--- src/rtl/fv_ram_pkg.sv ---
// Shared types and helpers for the RAM request controller and its harnesses.
package fv_ram_pkg;

  localparam int unsigned DATW_DEF = 32;
  localparam int unsigned BEW_DEF  = DATW_DEF / 8;

  typedef struct packed {
    logic                write;
    logic [DATW_DEF-1:0] rdata;
  } rsp_t;

  // Expands per-byte enables into a per-bit write mask.
  function automatic logic [DATW_DEF-1:0] be_mask(input logic [BEW_DEF-1:0] be);
    logic [DATW_DEF-1:0] m;
    m = '0;
    for (int unsigned i = 0; i < BEW_DEF; i++) begin
      m[i*8 +: 8] = {8{be[i]}};
    end
    return m;
  endfunction

endpackage

--- src/rtl/fv_rsp_fifo.sv ---
// Circular-buffer response FIFO; push and pop may coincide, including when full.
module fv_rsp_fifo #(
  parameter int unsigned WIDTH = 33,
  parameter int unsigned DEPTH = 4
) (
  input  logic                       i_clk,
  input  logic                       i_rst,
  input  logic                       i_push,
  input  logic [WIDTH-1:0]           i_wdata,
  input  logic                       i_pop,
  output logic [WIDTH-1:0]           o_rdata,
  output logic                       o_full,
  output logic                       o_empty,
  output logic [$clog2(DEPTH+1)-1:0] o_count
);

  localparam int unsigned PW = (DEPTH > 1) ? $clog2(DEPTH) : 1;
  localparam int unsigned CW = $clog2(DEPTH + 1);

  logic [WIDTH-1:0] r_mem [DEPTH];
  logic [PW-1:0]    r_wr_ptr;
  logic [PW-1:0]    r_rd_ptr;
  logic [CW-1:0]    r_count;
  logic             w_pop;

  function automatic logic [PW-1:0] next_ptr(input logic [PW-1:0] p);
    return (p == PW'(DEPTH - 1)) ? '0 : p + 1'b1;
  endfunction

  assign o_empty = (r_count == '0);
  assign o_full  = (r_count == CW'(DEPTH));
  assign o_count = r_count;
  assign o_rdata = r_mem[r_rd_ptr];
  assign w_pop   = i_pop && !o_empty;

  always_ff @(posedge i_clk) begin
    if (i_rst) begin
      r_wr_ptr <= '0;
      r_rd_ptr <= '0;
      r_count  <= '0;
    end else begin
      if (i_push) begin
        r_wr_ptr <= next_ptr(r_wr_ptr);
      end
      if (w_pop) begin
        r_rd_ptr <= next_ptr(r_rd_ptr);
      end
      case ({i_push, w_pop})
        2'b10:   r_count <= r_count + 1'b1;
        2'b01:   r_count <= r_count - 1'b1;
        default: r_count <= r_count;
      endcase
    end
  end

  always_ff @(posedge i_clk) begin
    if (i_push) begin
      r_mem[r_wr_ptr] <= i_wdata;
    end
  end

endmodule

--- src/rtl/fv_ram_req_ctrl.sv ---
// Request/response front-end for a byte-enabled RAM: in-flight stage plus credit-limited
// response FIFO keeps responses in request order.
module fv_ram_req_ctrl
  import fv_ram_pkg::*;
#(
  parameter int unsigned ADDW      = 16,
  parameter int unsigned DATW      = DATW_DEF,
  parameter int unsigned RSP_DEPTH = 4
) (
  input  logic              clk,
  input  logic              rst,
  input  logic              req_valid,
  output logic              req_ready,
  input  logic              req_write,
  input  logic [ADDW-1:0]   req_addr,
  input  logic [DATW-1:0]   req_wdata,
  input  logic [DATW/8-1:0] req_be,
  output logic              rsp_valid,
  input  logic              rsp_ready,
  output logic              rsp_write,
  output logic [DATW-1:0]   rsp_rdata,
  output logic [ADDW-1:0]   ram_wr_addr,
  output logic [ADDW-1:0]   ram_rd_addr,
  output logic [DATW-1:0]   ram_d,
  output logic [DATW/8-1:0] ram_we,
  input  logic [DATW-1:0]   ram_q
);

  localparam int unsigned CW = $clog2(RSP_DEPTH + 1);

  if ((DATW % 8) != 0) begin : g_bad_datw
    $error("fv_ram_req_ctrl: DATW must be a multiple of 8");
  end
  if (RSP_DEPTH < 2) begin : g_bad_depth
    $error("fv_ram_req_ctrl: RSP_DEPTH must be at least 2");
  end

  logic            r_inf_valid;
  logic            r_inf_write;
  logic [31:0]     r_rd_cnt;
  logic [31:0]     r_wr_cnt;
  logic            w_fire;
  logic            w_pop;
  logic            w_full;
  logic            w_empty;
  logic [CW-1:0]   w_count;
  logic [CW:0]     w_used;
  logic [DATW:0]   w_push_data;
  logic [DATW:0]   w_head;

  // Credit covers both the FIFO and the in-flight slot, so a push always has room.
  assign w_used    = {1'b0, w_count} + (CW+1)'(r_inf_valid);
  assign req_ready = !rst && (w_used < (CW+1)'(RSP_DEPTH));
  assign w_fire    = req_valid && req_ready;

  assign ram_wr_addr = req_addr;
  assign ram_rd_addr = req_addr;
  assign ram_d       = req_wdata;
  assign ram_we      = (w_fire && req_write) ? req_be : '0;

  assign w_push_data = {r_inf_write, (r_inf_write ? {DATW{1'b0}} : ram_q)};
  assign w_pop       = rsp_valid && rsp_ready;

  assign rsp_valid = !w_empty;
  assign rsp_write = !w_empty && w_head[DATW];
  assign rsp_rdata = w_empty ? '0 : w_head[DATW-1:0];

  always_ff @(posedge clk) begin
    if (rst) begin
      r_inf_valid <= 1'b0;
      r_inf_write <= 1'b0;
      r_rd_cnt    <= '0;
      r_wr_cnt    <= '0;
    end else begin
      r_inf_valid <= w_fire;
      r_inf_write <= req_write;
      if (w_fire && !req_write && (r_rd_cnt != '1)) begin
        r_rd_cnt <= r_rd_cnt + 1'b1;
      end
      if (w_fire && req_write && (r_wr_cnt != '1)) begin
        r_wr_cnt <= r_wr_cnt + 1'b1;
      end
    end
  end

  always_ff @(posedge clk) begin
    if (!rst) begin
      assert (!(r_inf_valid && w_full && !w_pop))
        else $error("fv_ram_req_ctrl: response FIFO overflow");
    end
  end

  fv_rsp_fifo #(
    .WIDTH (DATW + 1),
    .DEPTH (RSP_DEPTH)
  ) u_fifo (
    .i_clk   (clk),
    .i_rst   (rst),
    .i_push  (r_inf_valid),
    .i_wdata (w_push_data),
    .i_pop   (w_pop),
    .o_rdata (w_head),
    .o_full  (w_full),
    .o_empty (w_empty),
    .o_count (w_count)
  );

endmodule

--- config.mk ---
export PLATFORM = sky130hd
export DESIGN_NAME = fv_ram_req_ctrl
export DESIGN_NICKNAME = d
export VERILOG_FILES = /design/src/rtl/fv_ram_pkg.sv /design/src/rtl/fv_rsp_fifo.sv /design/src/rtl/fv_ram_req_ctrl.sv
export SDC_FILE = /design/constraint.sdc
export NUM_CORES = 1
export LEC_CHECK = 0
export ABC_AREA = 1
export BUFFER_PORTS_ARGS = -buffer_cell sky130_fd_sc_hd__buf_2
export CORE_MARGIN = 2
export CORE_UTILIZATION = 45
export CTS_BUF_LIST = sky130_fd_sc_hd__clkbuf_4
export CTS_CLUSTER_DIAMETER = 150
export DETAILED_ROUTE_END_ITERATION = 6
export PLACE_DENSITY = 0.78
export SLEW_MARGIN = 20
export SYNTH_ARGS = -nofsm -noshare
export SYNTH_HDL_FRONTEND = slang
export SYNTH_SLANG_ARGS = --single-unit
--- constraint.sdc ---
create_clock -name clk -period 1.8 [get_ports clk]
set_clock_uncertainty 0.15 [all_clocks]
set_input_delay 0.45 -clock clk [delete_from_list [all_inputs] [get_ports clk]]
set_output_delay 0.45 -clock clk [all_outputs]
set_load 0.02 [all_outputs]
## Word level (Yosys, flattened, before mapping)

Memories as Yosys holds them, arrays and structs flattened. A register that Yosys moved wholly into a read port is not among the register bits.
Cells that the tools add are included.

| word-level totals | value |
|---|---|
| register bits | 9 |
| memories kept | 1 |
| logic and storage cells | 36 |
| input port bits | 89 |
| memory bits (writable) | 132 |
| output and inout port bits | 103 |

Memory list:

| memory | depth | bits a word | rd ports | clocked after memory_dff | wr ports | line | text |
|---|---|---|---|---|---|---|---|
| u_fifo.r_mem | 4 | 33 | 1 | 1 | 1 | fv_rsp_fifo.sv:20 | `logic [WIDTH-1:0] r_mem [DEPTH];` |

| operators by class | value |
|---|---|
| magnitude comparators | 1 |
| multiplexer cells | 10 |
| $add $sub $neg | 5 |
| reductions and logical operators | 10 |
| equality and inequality tests | 4 |

Operators with widths:

| operator | number |
|---|---|
| 32-bit 2-to-1 mux | 2 |
| 2-bit 2-to-1 mux | 4 |
| 2-bit == test (second input constant) | 3 |
| 1-bit logical AND | 6 |
| 3-bit one-hot mux with 2 select lines | 1 |
| 2-bit by 1-bit adder with 2-bit output (second input constant) | 2 |
| 3-bit by 1-bit adder with 4-bit output | 1 |
| 4-bit by 3-bit < comparator with 1-bit output (second input constant) | 1 |
| 4-bit 2-to-1 mux | 1 |
| 3-bit by 1-bit adder with 3-bit output (second input constant) | 1 |
| 3-bit zero test | 1 |
| 3-bit by 1-bit subtractor with 3-bit output (second input constant) | 1 |
| 2-bit by 1-bit == test with 1-bit output (second input constant) | 1 |
| 1-bit zero test | 2 |
| 1-bit 2-to-1 mux | 2 |
| 2-bit nonzero test | 1 |

## Longest topological paths before layout

Gate-level depths: netlist of the first run.

| depth | value |
|---|---|
| depth after elaboration | 6 |
| mapped depth | 13 |
| gate-level depth less buffers | 13 |

## Hierarchy

A second synthesis of the first run with hierarchy kept.

| second synthesis, totals | value |
|---|---|
| cells, all modules | 608 |
| area total of the unflattened synthesis | 6561.3 µm² |

Modules (own cells, without submodules):

| module | area each (µm²) | cells an instance | times used |
|---|---|---|---|
| fv_rsp_fifo | 5392.7 | 385 | 1 |
| fv_ram_req_ctrl | 1168.6 | 223 | 1 |

## Least setup slack after synthesis of the first run

No wires, ideal clock.

| timing | value |
|---|---|
| path kind | register -> register |
| start point | register u_fifo.r_count[1], in the netlist u_fifo.o_count[1] |
| end point | register u_fifo.r_count[2], in the netlist u_fifo.o_count[2] |
| setup slack | -116 ps |
| stages on the path, launching flop included | 14 |
| arrival time | 1653 ps |
| path through | dfxtp_1 > inv_1 > nand2_1 > nand2_1 > inv_1 > ha_1 > inv_1 > fa_1 > inv_1 > nand2_1 > nand3_1 > nand2_1 > nand2_1 > nor2_1 |

| on the way | value |
|---|---|
| longest elaborated chain between the ends | 6 |
| elaborated cells on any way between the ends | 10 |

RTL lines:

| item | line | text |
|---|---|---|
| start, declared | fv_rsp_fifo.sv:23 | `logic [CW-1:0] r_count;` |
| start signal, assigned | fv_rsp_fifo.sv:49 | `2'b10: r_count <= r_count + 1'b1;` |
| start signal, assigned | fv_rsp_fifo.sv:50 | `2'b01: r_count <= r_count - 1'b1;` |
| start signal, assigned | fv_rsp_fifo.sv:51 | `default: r_count <= r_count;` |
| 3-bit zero test (*) | fv_rsp_fifo.sv:30 | `assign o_empty = (r_count == '0);` |
| 1-bit zero test (*) | fv_ram_req_ctrl.sv:64 | `assign rsp_valid = !w_empty;` |
| via rsp_valid | fv_ram_req_ctrl.sv:18 | `output logic rsp_valid,` |
| 1-bit logical AND | fv_ram_req_ctrl.sv:62 | `assign w_pop = rsp_valid && rsp_ready;` |
| 1-bit logical AND (*) | fv_rsp_fifo.sv:34 | `assign w_pop = i_pop && !o_empty;` |
| via u_fifo.w_pop | fv_rsp_fifo.sv:24 | `logic w_pop;` |
| 2-bit by 1-bit == test with 1-bit output or 2-bit == test (tied branches) | fv_rsp_fifo.sv:48 | `case ({i_push, w_pop})` |
| 3-bit one-hot mux with 2 select lines or 2-bit nonzero test (tied branches) | n/a |  |

The timed path passes the listed nets; every way through them passes the cells marked *.
A chain may end at the register's enable or synchronous reset.

==> results.md, run 1 <==
- Number of core rows: 43
- Num ports: 192
- Commonest non-fill, non-tap cell in the layout: nand2_1
- Crit path max-delay family: flip-flops
- Die X: 124 um
- Max Freq: 410 MHz
- Worst reg-to-reg path cell count: 13
- H-tree depth: 4
- PwrDens: 1460 nW/um^2
- Placer Congestion: 0.803
- Seq cells post-synth: 143
- Syn_nets: 733
- IO buf count: 79
- Critical-path maximum fanout: 8
- Crit path buffers/inverters: 3
- Pin count of the biggest net entering global routing: 43
- Post-synthesis sequential area ratio: 64.5%
- Worst-Margin Slew: 0.304 ns
- Layout cells sized above 1: 31.2%
- Total Die Area: 15400 um^2
- N_diodes: 0
- Final Max Tran Viols: 0
- CTS tree: built
- YS warnings: 0
- Final nets: 786
- Distinct cells, synth: 18
- Worst-Skew Late Latency: 0.55 ns
- Final Cell Area: 7910 um^2
- CTS root buffer: clkbuf_4
- CP startpoint kind: flip-flop
- Final Hold Viols: 0
- Setup TNS: -21.07 ns
- Maximum capacitance violations: 0
- Vias in the first global route: 4298
- Status: complete, but fails checks
- WP data required: 1.20 ns
- GRT Overall Usage: 18.2%
- Post-Syn Area: 6490 um^2
- Most frequent cells in the layout: 136 x nand2_1, 132 x edfxtp_1, 98 x nor2_1, 47 x inv_1, 40 x buf_2
- Routed len/inst: 15.7 um
- Non-filler cells, final: 883
- Residual DRC count: 0
- Final setup violation count: 40
- Initial antenna violation count: 0
- Initial Utilization: 46.4%
- Via count: 4344
- Worst path slowest cell: dfxtp_4
- Synth top area share: 61.1%
- Critical path's most frequent cell: nor2_1
- Area Overhead vs Synth: 22.0%
- Final worst slack: -0.639 ns
- Arr. time, crit path: 1.84 ns
- Hold path cells: 3
- Number of vias per cell: 4.92
- VDD IR max: 0.864 mV
- Antenna viol nets, final: 0
- Grt total ovfl: 0
- Global-route wire length before repair: 20600 um
- Fin crit period: 2.44 ns
- RSZ-0062 raised after global routing: true
- CP max stage delay: 0.47 ns
- Period utilisation layout: 135%
- Util after Layout: 56.6%
- Worst path depth: 7
- Core ar.: 14000 um^2
- Final hold slack: 0.0625 ns
- Critical-path cell list: buf_12 -> buf_8 -> nor2_1 -> nor2_1 -> o21ai_1 -> a21oi_2 -> buf_6
- Number of CTS-inserted buffers: 17
- Synthesized netlist cell count: 637
- # clock sinks: 143
- Mean Syn Cell Area: 10.2 um^2
- Rel. slew slack: 79.6%
- DR pass1 iterations: 4
- Worst min-delay path class: in -> reg
- Kind of critical path: reg -> out
- Final wirelength: 13900 um
- Die height: 124 um
- CTS clk-pin slew, worst paths: 0.12 ns
- Area leader, netlist: edfxtp_1
- Number of DRC markers in iteration 0: 313
- DP Area: 6870 um^2
- Leak pwr: 3.29 nW
- CTS max path bufs: 2
- DP HPWL: 7440 um
- Cells after DPL: 835
- FILL cells: 1117
- Crit. End Element: output pin
- Synth area leaders: edfxtp_1 61%, nand2_1 8.5%, buf_4 8.1%
- Failing checks: negative setup slack
-- tightest hold or removal path, stage by stage --
cell    delay, ns
buf_2        0.13
buf_4        0.13
nor2_1       0.04
-- path summary, 6_finish.rpt --
check | startpoint | to | slack, ns
min reg2reg | u_fifo.r_rd_ptr[1] | u_fifo.r_rd_ptr[1] | 0.38
max reg2reg | u_fifo.o_count[1] | u_fifo.o_count[2] | -0.14
max | flip-flop | rsp_rdata[26] | -0.64
min | rst | u_fifo.r_wr_ptr[0] | 0.06
-- what timing repair did --
item | 4_1_cts | 5_1_grt
endpoints found under the hold margin | 2 | 0
hold buffers | 2 | 0
buffers inserted | 6 | 5
gates resized for setup | 86 | 83
endpoints found under the setup margin | 41 | 41
pin swaps | 15 | 34
cloned | 4 | 1
-- synth_stat cells --
library cell and number:
clkbuf_1 5, inv_1 57, nand3_1 2, o21ai_1 7, inv_2 1, nor3_1 1
nor2_1 113, buf_4 70, nand2_1 147, edfxtp_1 132, o21ai_0 29, nand3b_1 1
fa_1 1, buf_1 2, buf_2 14, dfxtp_1 11, a21oi_1 38, ha_1 6
-- state kept, by name (all words and copies together) (netlist names), named ones only --
name,count
u_fifo.o_count,3
r_inf_valid,1
u_fifo.r_wr_ptr,2
u_fifo.r_mem,132
r_inf_write,1
u_fifo.r_rd_ptr,2
-- per-layer routing --
layer	part of all wire, %	routed length (um)	GRT usage, %
met1	37	5180	20.5
met2	51	7120	31.4
met3	8.5	1180	4.49
met4	3.0	421	10.7
met5	0	0	0
-- cells by family after synthesis --
| kind of cell | after synthesis | synth area share [%] |
|---|---|---|
| buf+inv | 149 | 12.9 |
| flops | 143 | 64.5 |
| compound gates | 74 | 5.71 |
| simple gates | 264 | 15.4 |
| fa+ha+maj | 7 | 1.47 |
-- report_power, final --
part	total [mW]	leakage (nW)	switching (mW)	internal, mW
clock	2.50	0.190	1.06	1.44
combinational	5.02	1.80	2.89	2.13
sequential	4.00	1.30	0.123	3.88
total	11.5	3.29	4.08	7.44
-- stage by stage --
step	total power, mW	worst slack, ns
final	11.5	-0.639
after CTS	11.0	-0.617
after global routing	12.1	-0.728
after global placement	7.63	-0.0270
after floorplan	6.51	0.0100
after detailed placement	7.70	-0.116
-- final cells by class --
class                      count  area (um^2)  area share [%]
timing repair buffer         125         1190            15.0
clock inverter                11          213            2.69
inverter                      58          223            2.81
multi-input combinational    345         1710            21.6
tap                          180          225            2.85
clock buffer                  21          158            1.99
sequential                   143         4200            53.1
Note: power is estimated with default switching activity, not from simulation.
==> inputs of run 2 (changes only) <==
Settings changed: HOLD_SLACK_MARGIN set to 0.08.
==> results.md, run 2 (synthesis gave the netlist of run 1 again) <==
- Status: complete, but fails checks
- Failing checks: negative setup slack
- Pint: 7.45 mW (about the same)
- Comb power frac: 43.6% (about the same)
- Final Hold Viols: 0 (unchanged)
- Placer Congestion: 0.803 (unchanged)
- Number of vias per cell: 4.96 (+0.79%)
- PwrDens: 1450 nW/um^2 (-0.46%)
- Final worst slack: -0.634 ns (+0.00419 ns)
- Number of CTS-inserted buffers: 17 (unchanged)
- CTS root buffer: clkbuf_4
- Crit. End Element: output pin
- H-tree depth: 4 (unchanged)
- DP HPWL: 7440 um (unchanged)
- End point of the critical path: rsp_rdata[26]
- GR met3 Demand/Resource: 4.49% (unchanged)
- Initial Utilization: 46.4% (unchanged)
- Global-route wire length before repair: 20600 um (+0.23%)
- Grt total ovfl: 0 (unchanged)
- Place WS: -0.116 ns (unchanged)
- RR Startpoint: u_fifo.o_count[2]
- VDD IR max: 0.824 mV (-4.6%)
- Area Overhead vs Synth: 22.7%
- Number of DRC markers in iteration 0: 340 (+8.6%)
- Busiest grt layer: met2
- CTS max path bufs: 2 (unchanged)
- Worst-Skew Late Latency: 0.54 ns (about the same)
- CP startpoint kind: flip-flop
- Maximum capacitance violations: 0 (unchanged)
- CTS clk-pin slew, worst paths: 0.11 ns (about the same)
- P_sw: 4.09 mW (+0.43%)
- FF-to-FF setup slack: -0.13 ns (about the same)
- DP Area: 6870 um^2 (unchanged)
- WP data required: 1.20 ns (about the same)
- Final Max Tran Viols: 0 (unchanged)
- Final Cell Area: 7960 um^2 (+0.63%)
- Die X: 124 um (unchanged)
- Residual DRC count: 0 (unchanged)
- Max reg flops: 132 (unchanged)
- Reg2reg end: u_fifo.o_count[2]
- DR pass1 iterations: 5 (+1)
- # clock sinks: 143 (unchanged)
- Core ar.: 14000 um^2 (unchanged)
- Critical-path maximum fanout: 8 (unchanged)
- Num ports: 192 (unchanged)
- Via count: 4403 (+1.4%)
- Total Die Area: 15400 um^2 (unchanged)
- Vias in the first global route: 4318 (+0.47%)
- Met2 Track Usage GR: 31.5% (+0.068 points)
- GRT Overall Usage: 18.3% (+0.030 points)
- Worst-Margin Slew: 0.305 ns (+0.000698 ns)
- Initial antenna violation count: 0 (unchanged)
- Util after Layout: 56.9% (+0.36 points)
- Pin count of the biggest net entering global routing: 43 (unchanged)
- Largest Register: u_fifo.r_mem
- Rel. slew slack: 79.6% (about the same)
- Arr. time, crit path: 1.83 ns (about the same)
- IO buf count: 79 (unchanged)
- Kind of critical path: reg -> out
- Period utilisation layout: 135% (-0.23 points)
- Final wirelength: 14100 um (+1.8%)
- Layout cells sized above 1: 30.9% (-0.22 points)
- Most frequent cells in the layout: 136 x nand2_1, 132 x edfxtp_1, 98 x nor2_1, 47 x inv_1, 40 x buf_2
- GRT met1 Usage: 20.5% (+0.030 points)
- CTS tree: built
- Commonest non-fill, non-tap cell in the layout: nand2_1
- Fin crit period: 2.43 ns (-0.00419 ns)
- Worst reg-to-reg path cell count: 14 (+1)
- Leak pwr: 3.31 nW (+0.68%)
- Number of core rows: 43 (unchanged)
- Net switching fraction of the power: 35.5% (+0.091 points)
- N_diodes: 0 (unchanged)
- Final hold slack: 0.116 ns (+0.0540 ns)
- Worst min-delay path class: in -> reg
- Antenna viol nets, final: 0 (unchanged)
- Clock power frac: 21.8% (about the same)
- RSZ-0062 raised after global routing: true
- Final setup violation count: 40 (unchanged)
- Final nets: 791 (+0.64%)
- Part of the power in registers: 34.7% (about the same)
- Die height: 124 um (unchanged)
- Max Freq: 411 MHz (+0.17%)
- Routed len/inst: 15.9 um (+1.2%)
-- run 2: through the flow --
stage,total power [mW],TNS [ns],instances
floorplan,6.51,0,637
global placement,7.63,-0.0499,835
detailed placement,7.70,-0.479,835
CTS,11.0,-21.36,881
global route,12.1,-25.21,888
finish,11.5,-20.71,888
-- run 2: repair_timing --
item,in CTS,in global routing
gates resized for setup,86,83
pin swaps,15,34
buffers inserted,6,5
hold buffers,4,3
hold endpoints to repair,3,8
setup endpoints to repair,41,41
gates cloned,4,1
-- run 2: critical path: stages, from the launching register on --
cell and delay [ns]:
dfxtp_4 0.47, buf_12 0.17, buf_8 0.11, nor2_1 0.04, nor2_1 0.10, o21ai_1 0.11, a21oi_2 0.15, buf_6 0.13
-- run 2: layer usage --
metal	share of wire (%)	vias up
met2	51	181
li1	-	2123
met3	7.0	50
met4	3.4	0
met1	38	2049
met5	0	-
-- run 2: power by group through the flow --
stage	registers (mW)	logic (mW)	clock network, mW
floorplan	4.00	2.51	0
global placement	4.02	3.61	0
detailed placement	4.02	3.68	0
CTS	3.98	4.49	2.52
global route	4.02	5.38	2.67
finish	4.00	5.03	2.51
-- run 2: worst min path at each step --
stage,from,endpoint,slack (ns),cells past startpoint
after CTS,ram_q[22],u_fifo.r_mem[3][22],0.08,3
final,ram_q[13],u_fifo.r_mem[0][13],0.12,3
after global routing,ram_q[20],u_fifo.r_mem[1][20],0.09,3
after detailed placement,u_fifo.r_rd_ptr[1],u_fifo.r_rd_ptr[1],0.38,2
after floorplan,u_fifo.r_rd_ptr[1],flip-flop,0.33,2
after global placement,u_fifo.r_rd_ptr[1],u_fifo.r_rd_ptr[1],0.36,2
-- run 2: area by class of cell --
class | instances | area (um^2)
Fill cell | 1115 | 6030
Sequential cell | 143 | 4200
Multi-Input combinational cell | 345 | 1710
Timing Repair Buffer | 130 | 1240
Tap cell | 180 | 225
Inverter | 58 | 223
Clock inverter | 11 | 213
Clock buffer | 21 | 158
